--- src/rtl/multicore_exec_unit_if.sv ---
// Instruction/result bus between the dispatcher (master) and multicore_exec_unit (slave).
interface multicore_exec_unit_if #(
  parameter int unsigned NUM_CORES = 8,
  parameter int unsigned DATA_W    = 8
);
  localparam int unsigned CID_W = (NUM_CORES > 1) ? $clog2(NUM_CORES) : 1;

  logic              in_valid;
  logic              in_ready;
  logic [CID_W-1:0]  in_core;
  logic [7:0]        in_opcode;
  logic [DATA_W-1:0] in_op1;
  logic [DATA_W-1:0] in_op2;
  logic              out_valid;
  logic [CID_W-1:0]  out_core;
  logic [DATA_W-1:0] out_result;
  logic [2:0]        out_status;

  modport master (
    output in_valid, in_core, in_opcode, in_op1, in_op2,
    input  in_ready, out_valid, out_core, out_result, out_status
  );

  modport slave (
    input  in_valid, in_core, in_opcode, in_op1, in_op2,
    output in_ready, out_valid, out_core, out_result, out_status
  );
endinterface

--- src/rtl/multicore_exec_unit.sv ---
// Execute unit serving NUM_CORES logical cores (private regs/stack/halt, shared memory).
// Define MCEU_HW_DIV_EN to build the iterative restoring divider for DIV/MOD.
module multicore_exec_unit #(
  parameter int unsigned NUM_CORES   = 8,
  parameter int unsigned DATA_W      = 8,
  parameter int unsigned NUM_REGS    = 4,
  parameter int unsigned STACK_DEPTH = 16,
  parameter int unsigned MEM_DEPTH   = 256
) (
  input logic                  clk,
  input logic                  reset,
  multicore_exec_unit_if.slave bus
);
  localparam int unsigned CID_W = (NUM_CORES > 1) ? $clog2(NUM_CORES) : 1;
  localparam int unsigned RI_W  = (NUM_REGS > 1) ? $clog2(NUM_REGS) : 1;
  localparam int unsigned SI_W  = (STACK_DEPTH > 1) ? $clog2(STACK_DEPTH) : 1;
  localparam int unsigned SP_W  = $clog2(STACK_DEPTH + 1);
  localparam int unsigned MA_W  = (MEM_DEPTH > 1) ? $clog2(MEM_DEPTH) : 1;

  localparam logic [7:0] OP_MOV    = 8'h00;
  localparam logic [7:0] OP_ADD    = 8'h01;
  localparam logic [7:0] OP_SUB    = 8'h02;
  localparam logic [7:0] OP_MUL    = 8'h03;
  localparam logic [7:0] OP_DIV    = 8'h04;
  localparam logic [7:0] OP_MOD    = 8'h05;
  localparam logic [7:0] OP_AND    = 8'h06;
  localparam logic [7:0] OP_OR     = 8'h07;
  localparam logic [7:0] OP_XOR    = 8'h08;
  localparam logic [7:0] OP_NOT    = 8'h09;
  localparam logic [7:0] OP_SHL    = 8'h0A;
  localparam logic [7:0] OP_SHR    = 8'h0B;
  localparam logic [7:0] OP_PUSH   = 8'h0C;
  localparam logic [7:0] OP_POP    = 8'h0D;
  localparam logic [7:0] OP_JMP    = 8'h0E;
  localparam logic [7:0] OP_JZ     = 8'h0F;
  localparam logic [7:0] OP_JNZ    = 8'h10;
  localparam logic [7:0] OP_CMP    = 8'h11;
  localparam logic [7:0] OP_CALL   = 8'h12;
  localparam logic [7:0] OP_RET    = 8'h13;
  localparam logic [7:0] OP_HLT    = 8'h14;
  localparam logic [7:0] OP_NOP    = 8'h15;
  localparam logic [7:0] OP_LOAD   = 8'h16;
  localparam logic [7:0] OP_STORE  = 8'h17;
  localparam logic [7:0] OP_RESUME = 8'h18;

  localparam logic [2:0] ST_OK       = 3'd0;
  localparam logic [2:0] ST_STK_OVF  = 3'd1;
  localparam logic [2:0] ST_STK_UNF  = 3'd2;
  localparam logic [2:0] ST_DIV_ZERO = 3'd3;
  localparam logic [2:0] ST_ILLEGAL  = 3'd4;
  localparam logic [2:0] ST_HALTED   = 3'd5;

  typedef enum logic {S_IDLE, S_DIV} state_t;

  state_t state, state_nx;

  logic              ready_q;
  logic              out_valid_q;
  logic [CID_W-1:0]  out_core_q;
  logic [DATA_W-1:0] out_result_q;
  logic [2:0]        out_status_q;

  logic [DATA_W-1:0] regs  [NUM_CORES][NUM_REGS];
  logic [DATA_W-1:0] stack [NUM_CORES][STACK_DEPTH];
  logic [DATA_W-1:0] mem   [MEM_DEPTH];
  logic [SP_W-1:0]   sp    [NUM_CORES];
  logic [NUM_CORES-1:0] halted;

  // Decoded view of the incoming instruction
  logic              core_ok;
  logic [CID_W-1:0]  cix;
  logic [RI_W-1:0]   ia, ib;
  logic [DATA_W-1:0] ra, rb;
  logic [SP_W-1:0]   sp_cur;
  logic [MA_W-1:0]   mem_addr;

  assign core_ok  = 32'(bus.in_core) < NUM_CORES;
  assign cix      = core_ok ? bus.in_core : '0;
  assign ia       = RI_W'(bus.in_op1);
  assign ib       = RI_W'(bus.in_op2);
  assign ra       = regs[cix][ia];
  assign rb       = regs[cix][ib];
  assign sp_cur   = sp[cix];
  assign mem_addr = MA_W'(bus.in_op2);

  logic              valid_nx;
  logic [CID_W-1:0]  core_nx;
  logic [DATA_W-1:0] result_nx;
  logic [2:0]        status_nx;
  logic              reg_we;
  logic [CID_W-1:0]  reg_wcore;
  logic [RI_W-1:0]   reg_widx;
  logic [DATA_W-1:0] reg_wdata;
  logic              stk_we;
  logic [SI_W-1:0]   stk_idx;
  logic [DATA_W-1:0] stk_wdata;
  logic              sp_we;
  logic [SP_W-1:0]   sp_wdata;
  logic              halt_set, halt_clr;
  logic [CID_W-1:0]  halt_core;
  logic              mem_we;
  logic [DATA_W-1:0] pop_val;
  logic              div_start;

`ifdef MCEU_HW_DIV_EN
  localparam int unsigned CNT_W = (DATA_W > 1) ? $clog2(DATA_W) : 1;

  logic [DATA_W-1:0] div_quo, div_rem, div_den;
  logic [CNT_W-1:0]  div_cnt;
  logic [CID_W-1:0]  div_core;
  logic [RI_W-1:0]   div_idx;
  logic              div_mod;
  logic [DATA_W:0]   rem_sh;
  logic [DATA_W-1:0] quo_step, rem_step;

  // One restoring-division step: shift in the next dividend bit, subtract if it fits
  always_comb begin
    rem_sh   = {div_rem, div_quo[DATA_W-1]};
    rem_step = DATA_W'(rem_sh);
    quo_step = DATA_W'({div_quo, 1'b0});
    if (rem_sh >= {1'b0, div_den}) begin
      rem_step = DATA_W'(rem_sh - {1'b0, div_den});
      quo_step = DATA_W'({div_quo, 1'b1});
    end
  end
`endif

  // Next-state, datapath write controls and registered-output next values
  always_comb begin
    state_nx  = state;
    valid_nx  = 1'b0;
    core_nx   = out_core_q;
    result_nx = out_result_q;
    status_nx = out_status_q;
    reg_we    = 1'b0;
    reg_wcore = cix;
    reg_widx  = ia;
    reg_wdata = '0;
    stk_we    = 1'b0;
    stk_idx   = SI_W'(sp_cur);
    stk_wdata = ra;
    sp_we     = 1'b0;
    sp_wdata  = sp_cur;
    halt_set  = 1'b0;
    halt_clr  = 1'b0;
    halt_core = CID_W'(bus.in_op1);
    mem_we    = 1'b0;
    div_start = 1'b0;
    pop_val   = stack[cix][SI_W'(sp_cur - SP_W'(1))];

    case (state)
      S_IDLE: begin
        if (bus.in_valid) begin
          valid_nx  = 1'b1;
          core_nx   = bus.in_core;
          result_nx = '0;
          status_nx = ST_OK;
          if (!core_ok) begin
            status_nx = ST_ILLEGAL;
          end else if (halted[cix] && bus.in_opcode != OP_RESUME) begin
            status_nx = ST_HALTED;
          end else begin
            case (bus.in_opcode)
              OP_MOV: begin reg_we = 1'b1; reg_wdata = bus.in_op2; end
              OP_ADD: begin reg_we = 1'b1; reg_wdata = ra + rb; end
              OP_SUB: begin reg_we = 1'b1; reg_wdata = ra - rb; end
              OP_MUL: begin reg_we = 1'b1; reg_wdata = ra * rb; end
`ifdef MCEU_HW_DIV_EN
              OP_DIV, OP_MOD: begin
                if (rb == '0) begin
                  result_nx = '1;
                  status_nx = ST_DIV_ZERO;
                end else begin
                  valid_nx  = 1'b0;
                  div_start = 1'b1;
                  state_nx  = S_DIV;
                end
              end
`endif
              OP_AND: begin reg_we = 1'b1; reg_wdata = ra & rb; end
              OP_OR:  begin reg_we = 1'b1; reg_wdata = ra | rb; end
              OP_XOR: begin reg_we = 1'b1; reg_wdata = ra ^ rb; end
              OP_NOT: begin reg_we = 1'b1; reg_wdata = ~ra; end
              OP_SHL: begin
                reg_we    = 1'b1;
                reg_wdata = (32'(bus.in_op2) >= DATA_W) ? '0 : ra << bus.in_op2;
              end
              OP_SHR: begin
                reg_we    = 1'b1;
                reg_wdata = (32'(bus.in_op2) >= DATA_W) ? '0 : ra >> bus.in_op2;
              end
              OP_PUSH, OP_CALL: begin
                stk_wdata = (bus.in_opcode == OP_CALL) ? bus.in_op1 : ra;
                if (32'(sp_cur) == STACK_DEPTH) begin
                  status_nx = ST_STK_OVF;
                end else begin
                  stk_we    = 1'b1;
                  sp_we     = 1'b1;
                  sp_wdata  = sp_cur + SP_W'(1);
                  result_nx = stk_wdata;
                end
              end
              OP_POP, OP_RET: begin
                if (sp_cur == '0) begin
                  status_nx = ST_STK_UNF;
                end else begin
                  sp_we     = 1'b1;
                  sp_wdata  = sp_cur - SP_W'(1);
                  result_nx = pop_val;
                  reg_we    = (bus.in_opcode == OP_POP);
                  reg_wdata = pop_val;
                end
              end
              OP_JMP: result_nx = bus.in_op1;
              OP_JZ:  result_nx = (regs[cix][0] == '0) ? bus.in_op1 : '0;
              OP_JNZ: result_nx = (regs[cix][0] != '0) ? bus.in_op1 : '0;
              OP_CMP: begin
                reg_we    = 1'b1;
                reg_widx  = RI_W'(2 % NUM_REGS);
                reg_wdata = DATA_W'(ra == rb);
              end
              OP_HLT: begin halt_set = 1'b1; result_nx = '1; end
              OP_NOP: result_nx = '0;
              OP_LOAD: begin reg_we = 1'b1; reg_wdata = mem[mem_addr]; end
              OP_STORE: begin mem_we = 1'b1; result_nx = ra; end
              OP_RESUME: begin
                if (32'(bus.in_op1) >= NUM_CORES) status_nx = ST_ILLEGAL;
                else                             halt_clr  = 1'b1;
              end
              default: status_nx = ST_ILLEGAL;
            endcase
          end
        end
      end
      S_DIV: begin
`ifdef MCEU_HW_DIV_EN
        // Last quotient bit resolves this cycle: write back and report
        if (div_cnt == CNT_W'(DATA_W - 1)) begin
          state_nx  = S_IDLE;
          valid_nx  = 1'b1;
          core_nx   = div_core;
          status_nx = ST_OK;
          reg_we    = 1'b1;
          reg_wcore = div_core;
          reg_widx  = div_idx;
          reg_wdata = div_mod ? rem_step : quo_step;
        end
`else
        state_nx = S_IDLE;
`endif
      end
    endcase

    if (reg_we) result_nx = reg_wdata;
  end

  // Control, outputs and per-core architectural state
  always_ff @(posedge clk or posedge reset) begin
    if (reset) begin
      state        <= S_IDLE;
      ready_q      <= 1'b1;
      out_valid_q  <= 1'b0;
      out_core_q   <= '0;
      out_result_q <= '0;
      out_status_q <= ST_OK;
      halted       <= '0;
      for (int c = 0; c < NUM_CORES; c++) begin
        sp[c] <= '0;
        for (int r = 0; r < NUM_REGS; r++) regs[c][r] <= '0;
      end
    end else begin
      state        <= state_nx;
      ready_q      <= (state_nx == S_IDLE);
      out_valid_q  <= valid_nx;
      out_core_q   <= core_nx;
      out_result_q <= result_nx;
      out_status_q <= status_nx;
      if (reg_we)   regs[reg_wcore][reg_widx] <= reg_wdata;
      if (sp_we)    sp[cix] <= sp_wdata;
      if (halt_set) halted[cix] <= 1'b1;
      if (halt_clr) halted[halt_core] <= 1'b0;
    end
  end

  // Stack and shared memory contents survive reset
  always_ff @(posedge clk) begin
    if (stk_we) stack[cix][stk_idx] <= stk_wdata;
    if (mem_we) mem[mem_addr] <= ra;
  end

`ifdef MCEU_HW_DIV_EN
  always_ff @(posedge clk or posedge reset) begin
    if (reset) begin
      div_quo  <= '0;
      div_rem  <= '0;
      div_den  <= '0;
      div_cnt  <= '0;
      div_core <= '0;
      div_idx  <= '0;
      div_mod  <= 1'b0;
    end else if (div_start) begin
      div_quo  <= ra;
      div_rem  <= '0;
      div_den  <= rb;
      div_cnt  <= '0;
      div_core <= cix;
      div_idx  <= ia;
      div_mod  <= (bus.in_opcode == OP_MOD);
    end else if (state == S_DIV) begin
      div_quo  <= quo_step;
      div_rem  <= rem_step;
      div_cnt  <= div_cnt + CNT_W'(1);
    end
  end
`endif

  assign bus.in_ready   = ready_q;
  assign bus.out_valid  = out_valid_q;
  assign bus.out_core   = out_core_q;
  assign bus.out_result = out_result_q;
  assign bus.out_status = out_status_q;

endmodule

--- src/flat_wrapper.sv ---
// flat-port wrapper written by rule: the top's interface ports become plain ports
module multicore_exec_unit_flat 
#(
  parameter int unsigned NUM_CORES   = 8,
  parameter int unsigned DATA_W      = 8,
  parameter int unsigned NUM_REGS    = 4,
  parameter int unsigned STACK_DEPTH = 16,
  parameter int unsigned MEM_DEPTH   = 256
)
  (clk, reset, bus_in_valid, bus_in_core, bus_in_opcode, bus_in_op1, bus_in_op2, bus_in_ready, bus_out_valid, bus_out_core, bus_out_result, bus_out_status);
  multicore_exec_unit_if #(.NUM_CORES(NUM_CORES), .DATA_W(DATA_W)) bus_i ();
  input logic clk;
  input logic reset;
  input wire logic [$bits(bus_i.in_valid)-1:0] bus_in_valid;
  input wire logic [$bits(bus_i.in_core)-1:0] bus_in_core;
  input wire logic [$bits(bus_i.in_opcode)-1:0] bus_in_opcode;
  input wire logic [$bits(bus_i.in_op1)-1:0] bus_in_op1;
  input wire logic [$bits(bus_i.in_op2)-1:0] bus_in_op2;
  output wire logic [$bits(bus_i.in_ready)-1:0] bus_in_ready;
  output wire logic [$bits(bus_i.out_valid)-1:0] bus_out_valid;
  output wire logic [$bits(bus_i.out_core)-1:0] bus_out_core;
  output wire logic [$bits(bus_i.out_result)-1:0] bus_out_result;
  output wire logic [$bits(bus_i.out_status)-1:0] bus_out_status;
  assign bus_i.in_valid = bus_in_valid;
  assign bus_i.in_core = bus_in_core;
  assign bus_i.in_opcode = bus_in_opcode;
  assign bus_i.in_op1 = bus_in_op1;
  assign bus_i.in_op2 = bus_in_op2;
  assign bus_in_ready = bus_i.in_ready;
  assign bus_out_valid = bus_i.out_valid;
  assign bus_out_core = bus_i.out_core;
  assign bus_out_result = bus_i.out_result;
  assign bus_out_status = bus_i.out_status;
  multicore_exec_unit #(.NUM_CORES(NUM_CORES), .DATA_W(DATA_W), .NUM_REGS(NUM_REGS), .STACK_DEPTH(STACK_DEPTH), .MEM_DEPTH(MEM_DEPTH)) u_core (.clk(clk), .reset(reset), .bus(bus_i));
endmodule
--- config.mk ---
export PLATFORM = sky130hd
export DESIGN_NAME = multicore_exec_unit_flat
export DESIGN_NICKNAME = d
export VERILOG_FILES = /design/src/rtl/multicore_exec_unit_if.sv /design/src/rtl/multicore_exec_unit.sv /design/src/flat_wrapper.sv
export SDC_FILE = /design/constraint.sdc
export NUM_CORES = 2
export LEC_CHECK = 0
export ABC_AREA = 1
export CAP_MARGIN = 20
export CORE_MARGIN = 2
export CORE_UTILIZATION = 45
export CTS_CLUSTER_DIAMETER = 60
export DETAILED_ROUTE_END_ITERATION = 16
export PLACE_DENSITY = 0.61
export SLEW_MARGIN = 10
export SYNTH_ARGS = -nofsm -noshare
export SYNTH_HDL_FRONTEND = slang
export SYNTH_SLANG_ARGS = --single-unit
--- constraint.sdc ---
create_clock -name clk -period 26.5 [get_ports clk]
set_input_delay 6.625 -clock clk [delete_from_list [all_inputs] [get_ports clk]]
set_output_delay 6.625 -clock clk [all_outputs]
set_load 0.02 [all_outputs]
==> metrics.txt <==
# TYPE chip_impl_metric gauge
chip_impl_metric{name="area_growth_syn_to_layout",unit="%"} 11.52
chip_impl_metric{name="max_freq",unit="GHz"} 0.07310
chip_impl_metric{name="ctsLongestPathBuffers",unit=""} 4
chip_impl_metric{name="design.die.area",unit="um^2"} 304300
chip_impl_metric{name="grt_overflow_total",unit=""} 0
chip_impl_info{name="setup_repair_after_global_routing_missed_its_margin",value="false"} 1
chip_impl_metric{name="route.detailed.vias_per_inst",unit=""} 5.950
chip_impl_metric{name="final-max-slew-violation-count",unit=""} 0
chip_impl_info{name="crit_end",value="u_core.regs[119]"} 1
chip_impl_metric{name="post-route-period-util",unit="%"} 51.62
chip_impl_info{name="outcome",value="finished clean"} 1
chip_impl_metric{name="reg2reg_setup_slack",unit="ns"} 19.94
chip_impl_metric{name="timing.final.crit_period",unit="ns"} 13.68
chip_impl_metric{name="worst-path-max-fanout",unit=""} 98
chip_impl_metric{name="slew_headroom",unit="%"} 18.89
chip_impl_metric{name="antenna_found_initial",unit=""} 10
chip_impl_metric{name="worst-slew-pin-transition",unit="ns"} 1.214
chip_impl_metric{name="synth-edff-count",unit=""} 3072
chip_impl_metric{name="post-route-cell-area",unit="um^2"} 150500
chip_impl_metric{name="hold_buffers",unit=""} 0
chip_impl_metric{name="synth-warning-count",unit=""} 0
chip_impl_metric{name="postSynthNetCount",unit=""} 10430
chip_impl_metric{name="total_global_route_track_usage",unit="%"} 24.81
chip_impl_info{name="cp-startpoint",value="bus_in_core[0]"} 1
chip_impl_metric{name="wire_length_of_the_first_global_routing_pass",unit="um"} 564500
chip_impl_metric{name="hold_viol",unit=""} 0
chip_impl_metric{name="design.portCount",unit=""} 46
chip_impl_metric{name="postCtsSetupRepairBufs",unit=""} 0
chip_impl_metric{name="yosysUniqueCellTypes",unit=""} 61
chip_impl_metric{name="dr.first_iter.drc_count",unit=""} 10250
chip_impl_metric{name="final_nets",unit=""} 10380
chip_impl_info{name="hold_path.class",value="reg -> reg"} 1
chip_impl_info{name="root_buffer_master",value="clkbuf_16"} 1
chip_impl_metric{name="leakage",unit="nW"} 51.46
chip_impl_metric{name="core_region_area",unit="um^2"} 299000
chip_impl_metric{name="drt-total-wl",unit="um"} 385900
chip_impl_metric{name="hpwlAfterDp",unit="um"} 225000
chip_impl_metric{name="clock-sinks",unit=""} 3391
chip_impl_metric{name="worst_ir_drop_vdd",unit="mV"} 0.05475
chip_impl_info{name="timing.critical_path.to_type",value="flop"} 1
chip_impl_metric{name="avgSynthCellArea",unit="um^2"} 13.04
chip_impl_metric{name="place.gp.congestion",unit=""} 0.9047
chip_impl_metric{name="synth.cell_area",unit="um^2"} 134900
chip_impl_metric{name="tritoncts.num_buffers",unit=""} 352
chip_impl_metric{name="vias",unit=""} 86520
chip_impl_metric{name="grt_pass1_vias",unit=""} 83640
chip_impl_metric{name="route.detailed.drc",unit=""} 0
chip_impl_metric{name="detailedRoute.firstPassIterationCount",unit=""} 8
chip_impl_info{name="commonest_register_cell_after_synthesis",value="edfxtp_1"} 1
chip_impl_metric{name="route.antenna.remaining_nets",unit=""} 0
chip_impl_metric{name="power_density",unit="nW/um^2"} 75.70
chip_impl_metric{name="postSynthCellCount",unit=""} 10350
chip_impl_metric{name="worst-endpoint-required",unit="ns"} 27.31
chip_impl_metric{name="ys_seq_area_share",unit="%"} 74.28
chip_impl_metric{name="placement.io_buffers",unit=""} 44
chip_impl_info{name="worst_r2r_startpoint",value="u_core.regs[57]"} 1
chip_impl_metric{name="grt_start_max_net_pins",unit=""} 217
chip_impl_metric{name="placementRows",unit=""} 201
chip_impl_metric{name="number_of_resized_instances_in_the_post_cts_repair_step",unit=""} 0
chip_impl_info{name="setup.worst_path.start_class",value="input port"} 1
chip_impl_metric{name="floorplan.die.height",unit="um"} 551.6
chip_impl_metric{name="finalSetupViolCount",unit=""} 0
chip_impl_metric{name="critPathMaxStageDelay",unit="ns"} 0.81
chip_impl_metric{name="layout-drive-gt1-share",unit="%"} 7.807
chip_impl_info{name="cts_tree",value="done"} 1
chip_impl_metric{name="insertion_delay",unit="ns"} 0.95
chip_impl_metric{name="post_dp_cell_area",unit="um^2"} 139000
chip_impl_metric{name="floorplan.initialDensity",unit="%"} 45.13
chip_impl_metric{name="dieWidth",unit="um"} 551.6
chip_impl_metric{name="finClkSkew",unit="ns"} 0.1167
chip_impl_metric{name="drv.max_cap_violation_count",unit=""} 0
chip_impl_info{name="cpMostUsedCell",value="nand2_1"} 1
chip_impl_metric{name="wire_per_inst",unit="um"} 26.54
chip_impl_info{name="crit_path_top_delay_cell",value="buf_4"} 1
chip_impl_metric{name="worst_setup_hold_path_clk_slew",unit="ns"} 0.06
chip_impl_metric{name="setup_total_negative_slack",unit="ns"} 0
chip_impl_metric{name="timing.critical_path.arrival",unit="ns"} 14.49
chip_impl_metric{name="htree_levels",unit=""} 5
chip_impl_info{name="setup.worst_path.class",value="in -> reg"} 1
chip_impl_metric{name="r2r_cell_count",unit=""} 31
chip_impl_metric{name="postSynth.asyncResetShare",unit="%"} 9.407
chip_impl_metric{name="yosys_register_bits",unit=""} 3391
chip_impl_info{name="worstReg2RegEnd",value="u_core.regs[119]"} 1
[metal layers]
| metal | track usage (%) | share of wire [%] | wire length (um) | vias to the layer above |
|---|---|---|---|---|
| met4 | 7.121 | 2.9 | 11170 | 4 |
| met3 | 4.189 | 8.5 | 32830 | 573 |
| met2 | 39.95 | 47 | 182700 | 4079 |
| li1 | - | - | - | 38010 |
| met5 | 0 | 0.0067 | 26 | - |
| met1 | 34.81 | 41 | 159200 | 43850 |
[cell usage in the layout, fill, tap and decap left out, types with 16 or more instances in the layout]
cell type        instances
edfxtp_1              3072
nand2_1               2460
a22oi_1                936
nor2_1                 902
clkbuf_16              357
o22ai_1                355
o21ai_0                338
dfrtp_1                319
nand3_1                229
inv_1                  193
a21oi_1                145
o21ai_1                139
buf_4                  139
nand4_1                109
clkinv_1                84
clkbuf_1                72
or2_2                   66
o211ai_1                59
clkinv_2                52
nor3_1                  50
ha_1                    43
clkdlybuf4s50_1         41
o221ai_1                36
o22a_1                  36
o31ai_1                 30
bufinv_16               30
nand2_2                 20
nor2_4                  17
inv_2                   16
o2111ai_1               16
[sequential cells by signal, summed over array words and instances, names as in the netlist]
signal                 cells
u_core.bus.out_status      3
u_core.bus.out_core        3
u_core.bus.out_result      8
u_core.bus.out_valid       1
u_core.stack            1024
u_core.sp                 40
u_core.halted              8
u_core.regs              256
u_core.mem              2048
[Yosys cell counts (all sizes together) (4+ instances only)]
cell / instances / share of area [%]
a211oi: 4 / 0.022
a21boi: 5 / 0.028
a21o: 12 / 0.067
a21oi: 148 / 0.57
a22oi: 936 / 5.2
a31oi: 4 / 0.019
buf: 357 / 1.5
clkbuf: 249 / 0.70
clkinv: 9 / 0.026
dfrtp: 319 / 5.9
edfxtp: 3072 / 68
fa: 14 / 0.21
ha: 43 / 0.40
inv: 212 / 0.59
nand2: 2500 / 7.0
nand3: 230 / 0.86
nand3b: 8 / 0.045
nand4: 109 / 0.51
nor2: 932 / 2.7
nor3: 53 / 0.22
nor4: 11 / 0.051
o2111ai: 16 / 0.10
o211ai: 59 / 0.33
o21a: 6 / 0.033
o21ai: 487 / 1.8
o221ai: 36 / 0.23
o22a: 36 / 0.23
o22ai: 355 / 1.6
o31ai: 30 / 0.17
or2: 67 / 0.31
xnor2: 4 / 0.026
xor2: 5 / 0.032
[worst max-delay path: cells and delay by family]
kind,cells,cell delay [ns]
simple gates,20,2.26
fa+ha+maj,5,2.12
xor+xnor,1,0.15
compound gates,2,0.55
buf+inv,7,2.49
[cell families after synthesis]
| kind of cell | after synthesis | synth area share [%] |
|---|---|---|
| DFF | 3391 | 74.28 |
| and+or+nand+nor | 3915 | 11.71 |
| xor gates and xnor gates | 9 | 0.05841 |
| AOI/OAI and AO/OA | 2145 | 10.54 |
| other | 1 | 0.002779 |
| buffers and inverters | 827 | 2.808 |
| adders and majority gates | 57 | 0.6064 |
[layout make-up]
class,instances,area (um^2)
Fill cell,25240,148500
Tap cell,3958,4952
Antenna cell,3,7.507
Sequential cell,3391,100200
Inverter,221,853.3
Clock inverter,199,2001
Clock buffer,445,9412
Multi-Input combinational cell,6127,31280
Timing Repair Buffer,197,1757
[report_power, final]
group / internal, mW / switching, mW
clock network: 2.82 / 2.08
logic: 0.129 / 0.491
registers: 5.87 / 0.00288
total: 8.82 / 2.57
[worst min path at each step]
stage                     cells past startpoint             start  slack, ns          endpoint
after floorplan                               2  u_core.regs[176]       0.45  u_core.regs[176]
after global placement                        2  u_core.regs[125]       0.46  u_core.regs[125]
after CTS                                     2     u_core.sp[30]       0.48     u_core.sp[30]
after detailed placement                      2     u_core.sp[30]       0.47     u_core.sp[30]
final                                         2      u_core.sp[2]       0.48      u_core.sp[2]
after global routing                          2  u_core.regs[212]       0.50  u_core.regs[212]
[stage by stage]
step | worst slack [ns] | std cells | util (%) | power [mW] | hold WS, ns
after global placement | 12.06 | 13890 | 46.48 | 6.590 | 0.4649
after global routing | 12.24 | 14540 | 50.33 | 11.69 | 0.5008
after detailed placement | 12.01 | 13890 | 46.48 | 6.597 | 0.4674
after floorplan | 10.39 | 10350 | - | 6.357 | 0.4478
final | 12.82 | 14540 | 50.33 | 11.39 | 0.4827
after CTS | 12.98 | 14530 | 50.30 | 11.43 | 0.4826
(Power assumes the default switching activity.)
